`src/rtl/axi_stride_reader.sv`:
```
// axi_stride_reader
//   AXI read-address master that issues a programmed stream of strided AR
//   requests (base, stride, count, inter-request gap) and sinks the R channel.
//   It tracks outstanding bursts, flags R-channel anomalies and reports the
//   number of cycles a run took.
// Ports
//   clk, resetN            clock (rising edge), asynchronous active-low reset
//   start                  launch a run; only sampled while idle
//   cfg_*                  run configuration, latched when start is accepted
//   m_ar_*                 AR channel (valid/addr/len/id out, ready in)
//   m_r_*                  R channel (valid/last/id in, ready out)
//   busy, done             run in progress / one-cycle completion pulse
//   err_id, err_unexp      sticky R anomalies: wrong id, beat with nothing outstanding
//   outstanding            AR handshakes minus R-last handshakes
//   run_cycles             cycles spent in ISSUE/GAP/DRAIN, saturating
module axi_stride_reader #(
  parameter int ADDR_BITS       = 16,
  parameter int BURST_LEN_WIDTH = 8,
  parameter int TID_WIDTH       = 8,
  parameter int CNT_WIDTH       = 8,
  parameter int GAP_WIDTH       = 8,
  parameter int LOG_MAX_OUT     = 3,
  parameter int CYC_WIDTH       = 24
) (
  input  logic                       clk,
  input  logic                       resetN,
  input  logic                       start,
  input  logic [ADDR_BITS-1:0]       cfg_base,
  input  logic [ADDR_BITS-1:0]       cfg_stride,
  input  logic [CNT_WIDTH-1:0]       cfg_count,
  input  logic [GAP_WIDTH-1:0]       cfg_gap,
  input  logic [BURST_LEN_WIDTH-1:0] cfg_len,
  input  logic [TID_WIDTH-1:0]       cfg_id,
  input  logic [LOG_MAX_OUT-1:0]     cfg_max_out,
  output logic                       m_ar_valid,
  input  logic                       m_ar_ready,
  output logic [ADDR_BITS-1:0]       m_ar_addr,
  output logic [BURST_LEN_WIDTH-1:0] m_ar_len,
  output logic [TID_WIDTH-1:0]       m_ar_id,
  input  logic                       m_r_valid,
  output logic                       m_r_ready,
  input  logic                       m_r_last,
  input  logic [TID_WIDTH-1:0]       m_r_id,
  output logic                       busy,
  output logic                       done,
  output logic                       err_id,
  output logic                       err_unexp,
  output logic [LOG_MAX_OUT-1:0]     outstanding,
  output logic [CYC_WIDTH-1:0]       run_cycles
);

  localparam logic [2:0] S_IDLE  = 3'd0;
  localparam logic [2:0] S_ISSUE = 3'd1;
  localparam logic [2:0] S_GAP   = 3'd2;
  localparam logic [2:0] S_DRAIN = 3'd3;
  localparam logic [2:0] S_FIN   = 3'd4;

  localparam logic [LOG_MAX_OUT-1:0] OUT_ZERO = {LOG_MAX_OUT{1'b0}};
  localparam logic [LOG_MAX_OUT-1:0] OUT_ONE  = {{(LOG_MAX_OUT-1){1'b0}}, 1'b1};
  localparam logic [CNT_WIDTH-1:0]   CNT_ZERO = {CNT_WIDTH{1'b0}};
  localparam logic [CNT_WIDTH-1:0]   CNT_ONE  = {{(CNT_WIDTH-1){1'b0}}, 1'b1};
  localparam logic [GAP_WIDTH-1:0]   GAP_ZERO = {GAP_WIDTH{1'b0}};
  localparam logic [GAP_WIDTH-1:0]   GAP_ONE  = {{(GAP_WIDTH-1){1'b0}}, 1'b1};
  localparam logic [CYC_WIDTH-1:0]   CYC_ZERO = {CYC_WIDTH{1'b0}};
  localparam logic [CYC_WIDTH-1:0]   CYC_ONE  = {{(CYC_WIDTH-1){1'b0}}, 1'b1};
  localparam logic [CYC_WIDTH-1:0]   CYC_MAX  = {CYC_WIDTH{1'b1}};

  logic [2:0]                 state_r;
  logic [2:0]                 state_nx_s;
  logic [ADDR_BITS-1:0]       addr_r;
  logic [ADDR_BITS-1:0]       stride_r;
  logic [CNT_WIDTH-1:0]       count_r;
  logic [CNT_WIDTH-1:0]       issued_r;
  logic [CNT_WIDTH-1:0]       issued_inc_s;
  logic [GAP_WIDTH-1:0]       gap_r;
  logic [GAP_WIDTH-1:0]       gap_cnt_r;
  logic [BURST_LEN_WIDTH-1:0] len_r;
  logic [TID_WIDTH-1:0]       id_r;
  logic [LOG_MAX_OUT-1:0]     max_out_r;
  logic [LOG_MAX_OUT-1:0]     max_sel_s;
  logic [LOG_MAX_OUT-1:0]     lim_s;
  logic [LOG_MAX_OUT-1:0]     out_r;
  logic [LOG_MAX_OUT-1:0]     out_nx_s;
  logic                       ar_valid_r;
  logic                       r_ready_r;
  logic                       busy_r;
  logic                       done_r;
  logic                       err_id_r;
  logic                       err_unexp_r;
  logic [CYC_WIDTH-1:0]       run_cycles_r;
  logic                       start_acc_s;
  logic                       ar_hs_s;
  logic                       beat_s;
  logic                       last_hs_s;

  assign start_acc_s  = (state_r == S_IDLE) && start;
  assign ar_hs_s      = ar_valid_r && m_ar_ready;
  assign beat_s       = m_r_valid && r_ready_r;
  assign last_hs_s    = beat_s && m_r_last;
  assign issued_inc_s = issued_r + CNT_ONE;

  // Outstanding-burst count after this cycle's AR and R-last handshakes; never underflows.
  always_comb begin
    out_nx_s = out_r;
    if (ar_hs_s && !last_hs_s) begin
      out_nx_s = out_r + OUT_ONE;
    end else if (last_hs_s && !ar_hs_s && (out_r != OUT_ZERO)) begin
      out_nx_s = out_r - OUT_ONE;
    end else begin
      out_nx_s = out_r;
    end
  end

  // Effective outstanding limit; the incoming config applies on the accepting cycle.
  always_comb begin
    max_sel_s = start_acc_s ? cfg_max_out : max_out_r;
    if (max_sel_s == OUT_ZERO) begin
      lim_s = OUT_ONE;
    end else begin
      lim_s = max_sel_s;
    end
  end

  // Run sequencing: IDLE -> ISSUE <-> GAP -> DRAIN -> FIN -> IDLE.
  always_comb begin
    state_nx_s = state_r;
    case (state_r)
      S_IDLE: begin
        if (start) begin
          state_nx_s = (cfg_count == CNT_ZERO) ? S_FIN : S_ISSUE;
        end else begin
          state_nx_s = S_IDLE;
        end
      end
      S_ISSUE: begin
        if (ar_hs_s) begin
          if (issued_inc_s == count_r) begin
            state_nx_s = S_DRAIN;
          end else if (gap_r == GAP_ZERO) begin
            state_nx_s = S_ISSUE;
          end else begin
            state_nx_s = S_GAP;
          end
        end else begin
          state_nx_s = S_ISSUE;
        end
      end
      S_GAP: begin
        // gap_cnt_r was loaded with cfg_gap on the handshake, so this gives exactly cfg_gap idle cycles.
        if (gap_cnt_r <= GAP_ONE) begin
          state_nx_s = S_ISSUE;
        end else begin
          state_nx_s = S_GAP;
        end
      end
      S_DRAIN: begin
        if (out_r == OUT_ZERO) begin
          state_nx_s = S_FIN;
        end else begin
          state_nx_s = S_DRAIN;
        end
      end
      S_FIN:   state_nx_s = S_IDLE;
      default: state_nx_s = S_IDLE;
    endcase
  end

  // State, configuration latch and request address/issue bookkeeping.
  always_ff @(posedge clk or negedge resetN) begin
    if (!resetN) begin
      state_r   <= S_IDLE;
      addr_r    <= {ADDR_BITS{1'b0}};
      stride_r  <= {ADDR_BITS{1'b0}};
      count_r   <= CNT_ZERO;
      issued_r  <= CNT_ZERO;
      gap_r     <= GAP_ZERO;
      len_r     <= {BURST_LEN_WIDTH{1'b0}};
      id_r      <= {TID_WIDTH{1'b0}};
      max_out_r <= OUT_ZERO;
    end else begin
      state_r <= state_nx_s;
      if (start_acc_s) begin
        addr_r    <= cfg_base;
        stride_r  <= cfg_stride;
        count_r   <= cfg_count;
        issued_r  <= CNT_ZERO;
        gap_r     <= cfg_gap;
        len_r     <= cfg_len;
        id_r      <= cfg_id;
        max_out_r <= cfg_max_out;
      end else if (ar_hs_s) begin
        // Wraps modulo 2^ADDR_BITS; a stride with the MSB set walks downwards.
        addr_r   <= addr_r + stride_r;
        issued_r <= issued_inc_s;
      end
    end
  end

  // Inter-request idle counter.
  always_ff @(posedge clk or negedge resetN) begin
    if (!resetN) begin
      gap_cnt_r <= GAP_ZERO;
    end else if (ar_hs_s) begin
      gap_cnt_r <= gap_r;
    end else if (state_r == S_GAP) begin
      gap_cnt_r <= gap_cnt_r - GAP_ONE;
    end
  end

  // Outstanding counter and saturating run-cycle counter.
  always_ff @(posedge clk or negedge resetN) begin
    if (!resetN) begin
      out_r        <= OUT_ZERO;
      run_cycles_r <= CYC_ZERO;
    end else begin
      out_r <= out_nx_s;
      if (start_acc_s) begin
        run_cycles_r <= CYC_ZERO;
      end else if (((state_r == S_ISSUE) || (state_r == S_GAP) || (state_r == S_DRAIN)) &&
                   (run_cycles_r != CYC_MAX)) begin
        run_cycles_r <= run_cycles_r + CYC_ONE;
      end
    end
  end

  // Registered handshake/status outputs. ar_valid only rises in ISSUE under the limit;
  // outstanding can only fall while it waits, so it is never retracted before ready.
  always_ff @(posedge clk or negedge resetN) begin
    if (!resetN) begin
      ar_valid_r <= 1'b0;
      r_ready_r  <= 1'b0;
      busy_r     <= 1'b0;
      done_r     <= 1'b0;
    end else begin
      ar_valid_r <= (state_nx_s == S_ISSUE) && (out_nx_s < lim_s);
      r_ready_r  <= 1'b1;
      busy_r     <= (state_nx_s != S_IDLE);
      done_r     <= (state_nx_s == S_FIN);
    end
  end

  // Sticky R-channel anomaly flags, cleared when a new run is accepted.
  always_ff @(posedge clk or negedge resetN) begin
    if (!resetN) begin
      err_id_r    <= 1'b0;
      err_unexp_r <= 1'b0;
    end else begin
      err_id_r    <= (start_acc_s ? 1'b0 : err_id_r) | (beat_s && (m_r_id != id_r));
      err_unexp_r <= (start_acc_s ? 1'b0 : err_unexp_r) | (beat_s && (out_r == OUT_ZERO));
    end
  end

  assign m_ar_valid  = ar_valid_r;
  assign m_ar_addr   = addr_r;
  assign m_ar_len    = len_r;
  assign m_ar_id     = id_r;
  assign m_r_ready   = r_ready_r;
  assign busy        = busy_r;
  assign done        = done_r;
  assign err_id      = err_id_r;
  assign err_unexp   = err_unexp_r;
  assign outstanding = out_r;
  assign run_cycles  = run_cycles_r;

endmodule

```
`config.mk`:
```
export PLATFORM = sky130hd
export DESIGN_NAME = axi_stride_reader
export DESIGN_NICKNAME = d
export VERILOG_FILES = /design/src/rtl/axi_stride_reader.sv
export SDC_FILE = /design/constraint.sdc
export NUM_CORES = 1
export LEC_CHECK = 0
export BUFFER_PORTS_ARGS = -buffer_cell sky130_fd_sc_hd__buf_4
export CORE_ASPECT_RATIO = 1.5
export CORE_MARGIN = 1
export CORE_UTILIZATION = 49
export CTS_CLUSTER_DIAMETER = 60
export DETAILED_ROUTE_END_ITERATION = 6
export GPL_TIMING_DRIVEN = 0
export PLACE_DENSITY = 0.84
export SYNTH_ARGS = -nofsm -noshare
export SYNTH_HDL_FRONTEND = slang
export SYNTH_SLANG_ARGS = --single-unit
```
`constraint.sdc`:
```
create_clock -name clk -period 2.8 [get_ports clk]
set_clock_uncertainty 0.15 [all_clocks]
set_input_delay 0.42 -clock clk [delete_from_list [all_inputs] [get_ports clk]]
set_output_delay 0.42 -clock clk [all_outputs]
set_load 0.03 [all_outputs]
```
==> flow_summary.json <==
{
  "fmax_mhz": 364,
  "syn_avg_cell_area_um2": 8.72,
  "synth_area_leaders": "dfrtp_1 (47%), nand2_1 (12%), xnor2_1 (4.9%), ha_1 (4.7%), nor2_1 (3.3%)",
  "worst-path-buf-inv": 2,
  "synth_top_area_share_pct": 46.6,
  "drive_gt1_share_pct": 21.9,
  "cp_slowest_cell": "or4_1",
  "cts_buffers": 17,
  "post-route-util_pct": 66.3,
  "crit_chain": "nor4b_1, buf_4, nand2_1, nand2_1, inv_1, ha_1, or4_1, o221ai_1, and3b_1",
  "synthCells": 732,
  "rsz0062_at_grt": "yes",
  "final_antenna_net_count": 0,
  "nets": 1003,
  "startpoint_type": "register",
  "core.rowCount": 50,
  "via_per_inst": 5.67,
  "timing_worst_setup_path_type": "register to register",
  "die_w_um": 95.2,
  "drt-total-wl_um": 17600,
  "synthArstFlopShare_pct": 100,
  "area_growth_syn_to_layout_pct": 30.7,
  "die_y_um": 142,
  "postCtsSetupRepairBufs": 0,
  "max_slew.worst_pin.slew_ps": 697,
  "clk_pin_slew_worst_paths_ps": 60,
  "gp_congestion": 0.885,
  "ys_warn_count": 0,
  "wl_per_cell_um": 16.5,
  "path_delay_family": "simple AND/OR/NAND/NOR gates",
  "ys_ff_latch": 119,
  "slew_violations": 0,
  "antenna_cells": 0,
  "grt_overflow": 0,
  "io_pins": 146,
  "synthSimpleGateAreaFrac_pct": 26.8,
  "coreArea_um2": 12600,
  "clock_path_buffers": 2,
  "critPathArrivalTime_ps": 2950,
  "drv_cap": 0,
  "min_path_type": "primary input to register",
  "drt_iter0_markers": 385,
  "syn_area_um2": 6380,
  "start_util_pct": 50.8,
  "clock_latency_ps": 420,
  "grt_usage_pct": 27.7,
  "grt_max_degree": 71,
  "power_uw": 9660,
  "grt_pass1_vias": 6098,
  "power.leakage_uw": 0.00402,
  "synth.net_count": 838,
  "synth-edff-count": 0,
  "timing.final.ws_setup_ps": 53.4,
  "yosys.area_share.adder_pct": 5.02,
  "path_max_fanout": 19,
  "grt_pass1_wl_um": 28500,
  "reg2reg_slack_ps": 50,
  "post-place-ws_ps": -517,
  "drc": 0,
  "cp-end-kind": "register",
  "root_buffer": "clkbuf_16",
  "ir_drop_uv": 657,
  "synth_xor_area_share_pct": 7.00,
  "slew_headroom_pct": 53.5,
  "status": "finished clean",
  "slowest_delay_ps": 510,
  "synth_compound_gate_area_share_pct": 10.7,
  "cts.sinks": 119,
  "vias": 6045,
  "synth_top_family_by_area": "simple AND/OR/NAND/NOR gates",
  "finalHoldViolations": 0,
  "hpwl_um": 12500,
  "die_area_um2": 13500,
  "antenna_found_initial": 0,
  "fin_crit_ps": 2750,
  "setup_violations": 0,
  "yosysSeqAreaShare_pct": 46.6,
  "synth_top_area_cell": "dfrtp_1",
  "power_density_nw_per_um2": 1160,
  "muxShareOfSynthArea_pct": 1.25,
  "synth_ff_type": "dfrtp_1",
  "final_cell_area_um2": 8340,
  "cp_data_required_time_ps": 3000,
  "io_buffers": 145,
  "cts_tree": "yes",
  "dpl_cell_area_um2": 7700,
  "drt_first_pass_iters": 5,
  "crit_top_cell": "nand2_1",
  "ys_types": 58,
  "ctsHtreeMaxLevel": 4,
  "fin_crit_sh_pct": 98.1
}
## cell families after synthesis
family / Yosys count
AO/OA/AOI/OAI: 109
XOR/XNOR: 51
adder cells (fa/ha/maj): 25
buffers and inverters: 43
flip-flops: 119
multiplexers: 8
other: 1
AND/OR/NAND/NOR: 376
## through the flow
stage	instances	hold WS, ps	setup TNS, ps
5_1_grt	1066	27.0	-31.0
6_report	1066	40.1	0
3_5_place_dp	1034	244	-517
3_3_place_gp	1033	310	-503
2_1_floorplan	732	-25.6	0
4_1_cts	1066	32.3	0
## per-layer routing
metal / vias up / global-route usage (%) / part of all wire (%)
met5: - / 0 / 0
met4: 0 / 13.4 / 3.3
met3: 46 / 6.16 / 5.1
met2: 218 / 48.5 / 53
met1: 2929 / 31.2 / 38
li1: 2852 / - / -
## Yosys cell counts (3+ instances only)
cell      number
a31oi_1        9
inv_1         15
nand2_1      204
nor2_1        56
nor4_1        14
and3_1        12
nand3_1       21
nor2b_1        4
o211ai_1       5
or3_1          6
nand2b_1       3
a21o_1         3
nor4b_1        4
o22ai_1        3
clkbuf_1      23
a21oi_1       29
xnor2_1       36
mux2i_1        8
nand4_1       13
nor3_1        18
buf_1          3
ha_1          24
and4_1         4
dfrtp_1      119
nand3b_1       3
or2_2          3
o21ai_0       35
xor2_1        15
or4_1          3
## registers in the layout, summed over array words and instances, names as in the netlist
name / flops
busy: 1
count_r: 8
done: 1
err_id: 1
err_unexp: 1
gap_cnt_r: 8
gap_r: 8
issued_r: 8
m_ar_addr: 16
m_ar_id: 8
m_ar_len: 8
m_ar_valid: 1
m_r_ready: 1
max_out_r: 3
outstanding: 3
run_cycles: 24
state_r: 3
stride_r: 16
## power breakdown
part           internal (uW)  switching, uW  total (uW)
registers               2360            577        2940
clock network           1430            823        2250
logic                   1750           2720        4470
## worst paths after layout
kind | cells after the start | start | end
worst max-delay path | 9 | state_r[0]$_DFF_PN0_ | m_ar_valid$_DFF_PN0_
worst min-delay path | 3 | cfg_stride[5] | stride_r[5]$_DFFE_PN0P_
worst max register to register | 9 | state_r[0]$_DFF_PN0_ | m_ar_valid$_DFF_PN0_
worst min register to register | 2 | m_ar_len[2]$_DFFE_PN0P_ | m_ar_len[2]$_DFFE_PN0P_
max in group asynchronous | 3 | resetN | m_ar_id[2]$_DFFE_PN0P_
min in group asynchronous | 2 | resetN | stride_r[12]$_DFFE_PN0P_
## cell usage in the layout (no fill, tap or decap), drive strengths merged, types with 2 or more instances in the layout
cell type,instances
or2,3
nand4,13
a32o,2
o31ai,2
nand2b,3
nor2b,4
a21oi,29
xor2,15
o211ai,5
nor2,56
o21bai,2
or3,7
a21o,4
clkinvlp,4
ha,24
nand3,22
nor4b,4
or4,3
nor3,18
clkbuf,39
clkinv,5
xnor2,36
nand2,204
bufinv,3
o2111ai,2
a31oi,9
or3b,2
a211oi,2
and4,4
buf,152
nor4,14
o22ai,3
nand3b,3
inv,17
and3,12
o21a,2
mux2i,8
dfrtp,119
o21ai,37
## cell type report
| cell class | instances | area [um^2] |
|---|---|---|
| Buffer | 27 | 111 |
| Clock buffer | 18 | 439 |
| Clock inverter | 14 | 174 |
| Fill cell | 996 | 4230 |
| Inverter | 15 | 56.3 |
| Multi-Input combinational cell | 570 | 3260 |
| Sequential cell | 119 | 2980 |
| Tap cell | 156 | 195 |
| Timing Repair Buffer | 147 | 1130 |
## timing repair
item | in CTS | in global routing
hold buffers | 1 | 0
endpoints found under the setup margin | 1 | 4
hold endpoints to repair | 49 | 0
gates resized for setup | 4 | 6
gates cloned | 0 | 0
## worst reg2reg max path, delay by kind of cell (launching register included)
kind | cells | cell delay, ps
compound gates | 1 | 200
buf+inv | 2 | 380
simple gates | 5 | 1290
flops | 1 | 460
fa+ha+maj | 1 | 200
Power figures use the tool's default switching activity.
